**src/rtl/stream_demux_1xn_pkg.sv**
```systemverilog
// stream_demux_1xn shared definitions.
// Mode encodings and parameter limits.
package stream_demux_1xn_pkg;

  localparam logic MODE_DIRECTED = 1'b0;
  localparam logic MODE_SEQ      = 1'b1;

  localparam int MIN_CH = 2;
  localparam int MAX_CH = 16;

endpackage

```
**src/rtl/stream_demux_1xn_if.sv**
```systemverilog
// stream_demux_1xn producer/consumer bundle.
// master drives beats and out_ready, slave is the demux.
interface stream_demux_1xn_if #(
  parameter int WIDTH = 8,
  parameter int N_CH  = 4,
  parameter int SEL_W = 2
);

  logic                    in_valid;
  logic [WIDTH-1:0]        in_data;
  logic [SEL_W-1:0]        in_sel;
  logic                    mode;
  logic                    in_ready;
  logic [N_CH-1:0]         out_valid;
  logic [N_CH*WIDTH-1:0]   out_data;
  logic [N_CH-1:0]         out_ready;
  logic                    err;

  modport master (
    output in_valid,
    output in_data,
    output in_sel,
    output mode,
    output out_ready,
    input  in_ready,
    input  out_valid,
    input  out_data,
    input  err
  );

  modport slave (
    input  in_valid,
    input  in_data,
    input  in_sel,
    input  mode,
    input  out_ready,
    output in_ready,
    output out_valid,
    output out_data,
    output err
  );

endinterface

```
**src/rtl/stream_demux_1xn_slot.sv**
```systemverilog
// demux_slot: one-entry output register.
// A load wins over a drain in the same cycle.
module demux_slot #(
  parameter int WIDTH = 8
) (
  input  logic             clk,
  input  logic             rst,
  input  logic             load,
  input  logic [WIDTH-1:0] din,
  input  logic             drain,
  output logic             valid,
  output logic [WIDTH-1:0] dout
);

  // load sets valid with new data, drain clears it
  always_ff @(posedge clk) begin
    if (rst) begin
      valid <= 1'b0;
      dout  <= '0;
    end else if (load) begin
      valid <= 1'b1;
      dout  <= din;
    end else if (valid && drain) begin
      valid <= 1'b0;
    end
  end

endmodule

```
**src/rtl/stream_demux_1xn.sv**
```systemverilog
// stream_demux_1xn: registered 1-to-N stream demux.
// Optional macro DEMUX_OOR_ERR_EN enables the err pulse.
module stream_demux_1xn
  import stream_demux_1xn_pkg::*;
#(
  parameter int WIDTH = 8,
  parameter int N_CH  = 4,
  parameter int SEL_W = 2
) (
  input logic               clk,
  input logic               rst,
  stream_demux_1xn_if.slave bus
);

  logic [SEL_W-1:0] ptr;
  logic [SEL_W-1:0] tgt;
  logic             in_rng;
  logic             tgt_full;
  logic             tgt_rdy;
  logic             accept;
  logic [N_CH-1:0]  load;

  if (((1 << SEL_W) < N_CH) ||
      (N_CH < MIN_CH) || (N_CH > MAX_CH) ||
      (WIDTH < 1)) begin : g_bad_param
    $error("stream_demux_1xn: illegal WIDTH/N_CH/SEL_W");
  end

  assign tgt = (bus.mode == MODE_SEQ) ?
               ptr : bus.in_sel;

  assign in_rng = {1'b0, tgt} <
                  (SEL_W+1)'(N_CH);

  // pick full/ready of the targeted slot
  always_comb begin
    tgt_full = 1'b0;
    tgt_rdy  = 1'b0;
    for (int k = 0; k < N_CH; k++) begin
      if (tgt == SEL_W'(k)) begin
        tgt_full = bus.out_valid[k];
        tgt_rdy  = bus.out_ready[k];
      end
    end
  end

  // out-of-range beats are always swallowed
  assign bus.in_ready = !in_rng ||
                        !tgt_full ||
                        tgt_rdy;

  assign accept = bus.in_valid &&
                  bus.in_ready;

  for (genvar k = 0; k < N_CH; k++) begin : g_slot
    assign load[k] = accept && in_rng &&
                     (tgt == SEL_W'(k));

    demux_slot #(
      .WIDTH (WIDTH)
    ) u_slot (
      .clk   (clk),
      .rst   (rst),
      .load  (load[k]),
      .din   (bus.in_data),
      .drain (bus.out_ready[k]),
      .valid (bus.out_valid[k]),
      .dout  (bus.out_data[k*WIDTH +: WIDTH])
    );
  end

  // round-robin pointer, moves on sequential accepts only
  always_ff @(posedge clk) begin
    if (rst) begin
      ptr <= '0;
    end else if (accept &&
                 bus.mode == MODE_SEQ) begin
      if (ptr == SEL_W'(N_CH-1))
        ptr <= '0;
      else
        ptr <= ptr + 1'b1;
    end
  end

`ifdef DEMUX_OOR_ERR_EN
  logic err_q;

  // one-cycle pulse per discarded directed beat
  always_ff @(posedge clk) begin
    if (rst)
      err_q <= 1'b0;
    else
      err_q <= accept && !in_rng &&
               (bus.mode == MODE_DIRECTED);
  end

  assign bus.err = err_q;
`else
  assign bus.err = 1'b0;
`endif

endmodule

```
**src/flat_wrapper.sv**
```systemverilog
// flat-port wrapper written by rule: the top's interface ports become plain ports
module stream_demux_1xn_flat import stream_demux_1xn_pkg::*;
#(
  parameter int WIDTH = 8,
  parameter int N_CH  = 4,
  parameter int SEL_W = 2
)
  (clk, rst, bus_in_valid, bus_in_data, bus_in_sel, bus_mode, bus_out_ready, bus_in_ready, bus_out_valid, bus_out_data, bus_err);
  stream_demux_1xn_if #(.WIDTH(WIDTH), .N_CH(N_CH), .SEL_W(SEL_W)) bus_i ();
  input logic clk;
  input logic rst;
  input wire logic [$bits(bus_i.in_valid)-1:0] bus_in_valid;
  input wire logic [$bits(bus_i.in_data)-1:0] bus_in_data;
  input wire logic [$bits(bus_i.in_sel)-1:0] bus_in_sel;
  input wire logic [$bits(bus_i.mode)-1:0] bus_mode;
  input wire logic [$bits(bus_i.out_ready)-1:0] bus_out_ready;
  output wire logic [$bits(bus_i.in_ready)-1:0] bus_in_ready;
  output wire logic [$bits(bus_i.out_valid)-1:0] bus_out_valid;
  output wire logic [$bits(bus_i.out_data)-1:0] bus_out_data;
  output wire logic [$bits(bus_i.err)-1:0] bus_err;
  assign bus_i.in_valid = bus_in_valid;
  assign bus_i.in_data = bus_in_data;
  assign bus_i.in_sel = bus_in_sel;
  assign bus_i.mode = bus_mode;
  assign bus_i.out_ready = bus_out_ready;
  assign bus_in_ready = bus_i.in_ready;
  assign bus_out_valid = bus_i.out_valid;
  assign bus_out_data = bus_i.out_data;
  assign bus_err = bus_i.err;
  stream_demux_1xn #(.WIDTH(WIDTH), .N_CH(N_CH), .SEL_W(SEL_W)) u_core (.clk(clk), .rst(rst), .bus(bus_i));
endmodule
```
**config.mk**
```make
export PLATFORM = sky130hd
export DESIGN_NAME = stream_demux_1xn_flat
export DESIGN_NICKNAME = d
export VERILOG_FILES = /design/src/rtl/stream_demux_1xn_pkg.sv /design/src/rtl/stream_demux_1xn_if.sv /design/src/rtl/stream_demux_1xn_slot.sv /design/src/rtl/stream_demux_1xn.sv /design/src/flat_wrapper.sv
export SDC_FILE = /design/constraint.sdc
export NUM_CORES = 1
export LEC_CHECK = 0
export ABC_CLOCK_PERIOD_IN_PS = 5210
export BUFFER_PORTS_ARGS = -buffer_cell sky130_fd_sc_hd__buf_2
export CAP_MARGIN = 40
export CORE_MARGIN = 2
export CORE_UTILIZATION = 56
export CTS_BUF_LIST = sky130_fd_sc_hd__clkbuf_2
export CTS_CLUSTER_DIAMETER = 150
export CTS_CLUSTER_SIZE = 14
export DETAILED_ROUTE_END_ITERATION = 10
export PLACE_DENSITY_LB_ADDON = 0.2
export RECOVER_POWER = 25
export SLEW_MARGIN = 15
export SYNTH_ARGS = -nofsm -noshare
export SYNTH_HDL_FRONTEND = slang
export SYNTH_SLANG_ARGS = --single-unit
```
**constraint.sdc**
```tcl
create_clock -name clk -period 5.21 [get_ports clk]
set_input_delay 0.521 -clock clk [delete_from_list [all_inputs] [get_ports clk]]
set_output_delay 0.521 -clock clk [all_outputs]
set_load 0.02 [all_outputs]
```
==> summary.txt <==
Layout
  – Area Growth Syn to Fin: 15.1%
  – Layout cells sized above 1: 20.5%
  – ANT cells: 0
  – Nets: 238

Setup path
  – Worst reg-to-reg setup slack: 3060 ps
  – Crit path max fanout: 10
  – Required @ worst endpoint: 4690 ps
  – Crit Path Category: flip-flop to output pin
  – Critical Path Source: u_core.ptr[1]$_SDFFE_PP0P_
  – CP Capture Type: output pin
  – Type of origin of the critical path: flip-flop
  – Worst EP arrival: 1930 ps
  – Crit Reg-Reg Startpoint: u_core.ptr[1]$_SDFFE_PP0P_
  – Capturing point of the worst reg2reg path: u_core.g_slot[2].u_slot.dout[3]$_SDFFE_PP0P_
  – Setup crit end: bus_in_ready
  – Worst reg2reg path depth: 5

Clock network
  – Hold_buf cts: 0
  – Clock Path Buffers: 2
  – Worst-path clk slew: 200 ps
  – H-Tree Depth: 2
  – Clock Root Buffer: clkbuf_2
  – TritonCTS clock tree: done
  – Latest clock arrival within the worst-skew pair: 390 ps
  – Setup Fix Bufs, Post-CTS: 0
  – Num CTS Buffers: 5
  – Post-cts sizing count: 0
  – Clock Sink Count: 38

Global route
  – Pin count of the biggest net entering global routing: 47
  – Initial antenna violation count: 0
  – Vias in the first global route: 1200
  – All-Layer GR Usage: 21.1%
  – First-pass GRT wire length: 5.51 mm
  – GR Overflow Total: 0

Placement
  – Port Buffers: 54
  – Final HPWL DP: 2.57 mm
  – GP Congestion: 0.884

Flow run
  – Number of max-cap violations: 0

STA
  – Fin. Hold Viols: 0
  – Worst-margin pin slew: 605 ps
  – Finish-stage setup viols: 0
  – Fmax: 0.408 GHz
  – Crit share post-route: 47.1%
  – Slew margin rel.: 59.5%
  – Fin Hold WS: 368 ps
  – Fin crit period: 2450 ps
  – Setup_tns: 0 ps
  – Worst clock skew: 28.8 ps
  – RSZ-0062 raised after global routing: no
  – Max-slew violations: 0

Synthesis
  – Number of synthesized flops with an enable pin: 0
  – Synth Instances: 172
  – Sequential fraction of the synthesis area: 43.8%
  – Syn Nets: 191
  – #FFs+latches synth: 38
  – Post-synthesis cell type count: 29
  – Netlist area before placement: 1740 µm²
  – Async S/R FF share, synth: 0%
  – Mapped Avg Cell Area: 10.1 µm²
  – Ys flop type: dfxtp_1
  – Synthesis warning total: 0

Floorplanning
  – # IOs: 56
  – Die Y: 59.7 µm
  – Die area: 3560 µm²
  – Chip width: 59.7 µm
  – Num rows: 20
  – Initial Util: 57.8%
  – CORE AREA: 3000 µm²

Detailed routing
  – Pre-Repair DR Iteration Count: 4
  – Wire per inst: 13.8 µm
  – Antenna Nets Post-Route: 0
  – Via density: 5.38
  – Final wirelength: 3.47 mm
  – Initial DRC Count: 86
  – Total number of vias: 1355
  – # DRC: 0

Pwr
  – Sw Pwr: 0.147 mW
  – PD cells: 280 nW/µm²
  – Static Leak: 0.958 nW
  – Clock share of power: 30.2%
  – Power Internal: 0.413 mW
  – Net Sw Frac: 26.2%
  – Reg power frac: 55.4%
  – Gate power share: 14.4%
  – Peak supply drop: 0.194 mV

Status
  – Outcome: completed

Min path
  – Worst Hold Class: input pin to flip-flop
  – Hold Path Depth: 3
==> cell usage after synthesis (2+ instances only) <==
cell / count / area, µm²
dfxtp_1: 38 / 761
mux2i_1: 36 / 360
nand2b_1: 36 / 225
nor2_1: 8 / 30.0
buf_4: 7 / 52.6
a21oi_1: 6 / 30.0
clkbuf_1: 5 / 18.8
nand3_1: 4 / 20.0
nor2b_1: 3 / 18.8
o21ai_0: 3 / 15.0
a32o_1: 2 / 20.0
and3_1: 2 / 12.5
buf_2: 2 / 10.0
buf_6: 2 / 22.5
inv_1: 2 / 7.51
nor3b_1: 2 / 15.0
o211ai_1: 2 / 15.0
==> critical path: stages, from the launching register on <==
cell	delay [ps]
dfxtp_1	580
and3b_1	250
o21a_1	200
o221a_2	250
a21oi_1	110
buf_2	170
==> power groups by stage <==
| stage | Sequential, mW | Clock [mW] | Combinational [mW] |
|---|---|---|---|
| finish | 0.310 | 0.169 | 0.0805 |
| global route | 0.312 | 0.185 | 0.0878 |
| floorplan | 0.326 | 0 | 0.0478 |
| detailed placement | 0.316 | 0 | 0.0825 |
| CTS | 0.310 | 0.175 | 0.0826 |
| global placement | 0.316 | 0 | 0.0796 |
==> layout make-up <==
cell class	instances	area [µm²]
repair buffers	56	267
well taps	33	41.3
inverters	2	7.51
clock inverters	2	33.8
multi-input cells	116	863
fillers	257	1000
clock buffers	5	25.0
flip-flops and latches	38	761
==> placed cells by master, fill, tap and decap left out, drive strengths merged <==
cell | Yosys | layout
nor3b | 2 | 2
o211ai | 2 | 2
nand2b | 36 | 36
clkinv | 0 | 1
mux2i | 36 | 36
clkbuf | 5 | 23
a21oi | 6 | 6
bufinv | 0 | 1
o221a | 1 | 1
inv | 2 | 2
nand3 | 4 | 4
o32a | 1 | 1
and3 | 2 | 2
nor2 | 8 | 8
or4 | 1 | 1
buf | 11 | 38
nor3 | 1 | 1
o21a | 1 | 1
conb | 1 | 1
and3b | 1 | 1
dfxtp | 38 | 38
o21ai | 3 | 3
o21ba | 1 | 1
a32o | 2 | 2
a211oi | 1 | 1
nor2b | 3 | 3
ha | 1 | 1
o32ai | 1 | 1
o221ai | 1 | 1
==> cells by family after synthesis <==
logic type      synth area share [%]
simple gates                    19.8
flops                           43.8
mux                             20.8
compound gates                  8.29
buf+inv                         6.42
fa+ha+maj                      0.721
other cells                    0.216
==> per-stage QoR <==
step	worst slack, ps	total power, mW	std cells	util, %	instance area, µm²
2_1_floorplan	3180	0.374	172	-	1740
3_3_place_gp	2910	0.395	244	65.0	1950
3_5_place_dp	2940	0.399	245	65.3	1960
4_1_cts	2710	0.568	252	67.3	2020
5_1_grt	2570	0.585	252	66.5	2000
6_report	2760	0.560	252	66.5	2000
==> worst min-delay path by stage <==
| stage | start | end | slack [ps] |
|---|---|---|---|
| floorplan | u_core.g_slot[1].u_slot.valid$_SDFFE_PP0P_ | u_core.g_slot[1].u_slot.valid$_SDFFE_PP0P_ | 460 |
| global placement | u_core.g_slot[1].u_slot.dout[7]$_SDFFE_PP0P_ | u_core.g_slot[1].u_slot.dout[7]$_SDFFE_PP0P_ | 460 |
| detailed placement | u_core.g_slot[2].u_slot.dout[6]$_SDFFE_PP0P_ | u_core.g_slot[2].u_slot.dout[6]$_SDFFE_PP0P_ | 460 |
| CTS | bus_in_data[6] | u_core.g_slot[3].u_slot.dout[6]$_SDFFE_PP0P_ | 340 |
| global route | bus_out_ready[1] | u_core.g_slot[1].u_slot.valid$_SDFFE_PP0P_ | 350 |
| finish | bus_in_data[6] | u_core.g_slot[3].u_slot.dout[6]$_SDFFE_PP0P_ | 370 |
==> layer usage <==
metal	track usage, %	routed length, µm
met5	0	0
met3	6.71	235
met4	9.52	39
met2	32.3	1610
met1	27.1	1590
==> registers in the layout, summed over array words and instances (netlist names) <==
name,count
u_core.g_slot.u_slot.dout,32
u_core.g_slot.u_slot.valid,4
u_core.ptr,2
Note: power is estimated with default switching activity, not from simulation.
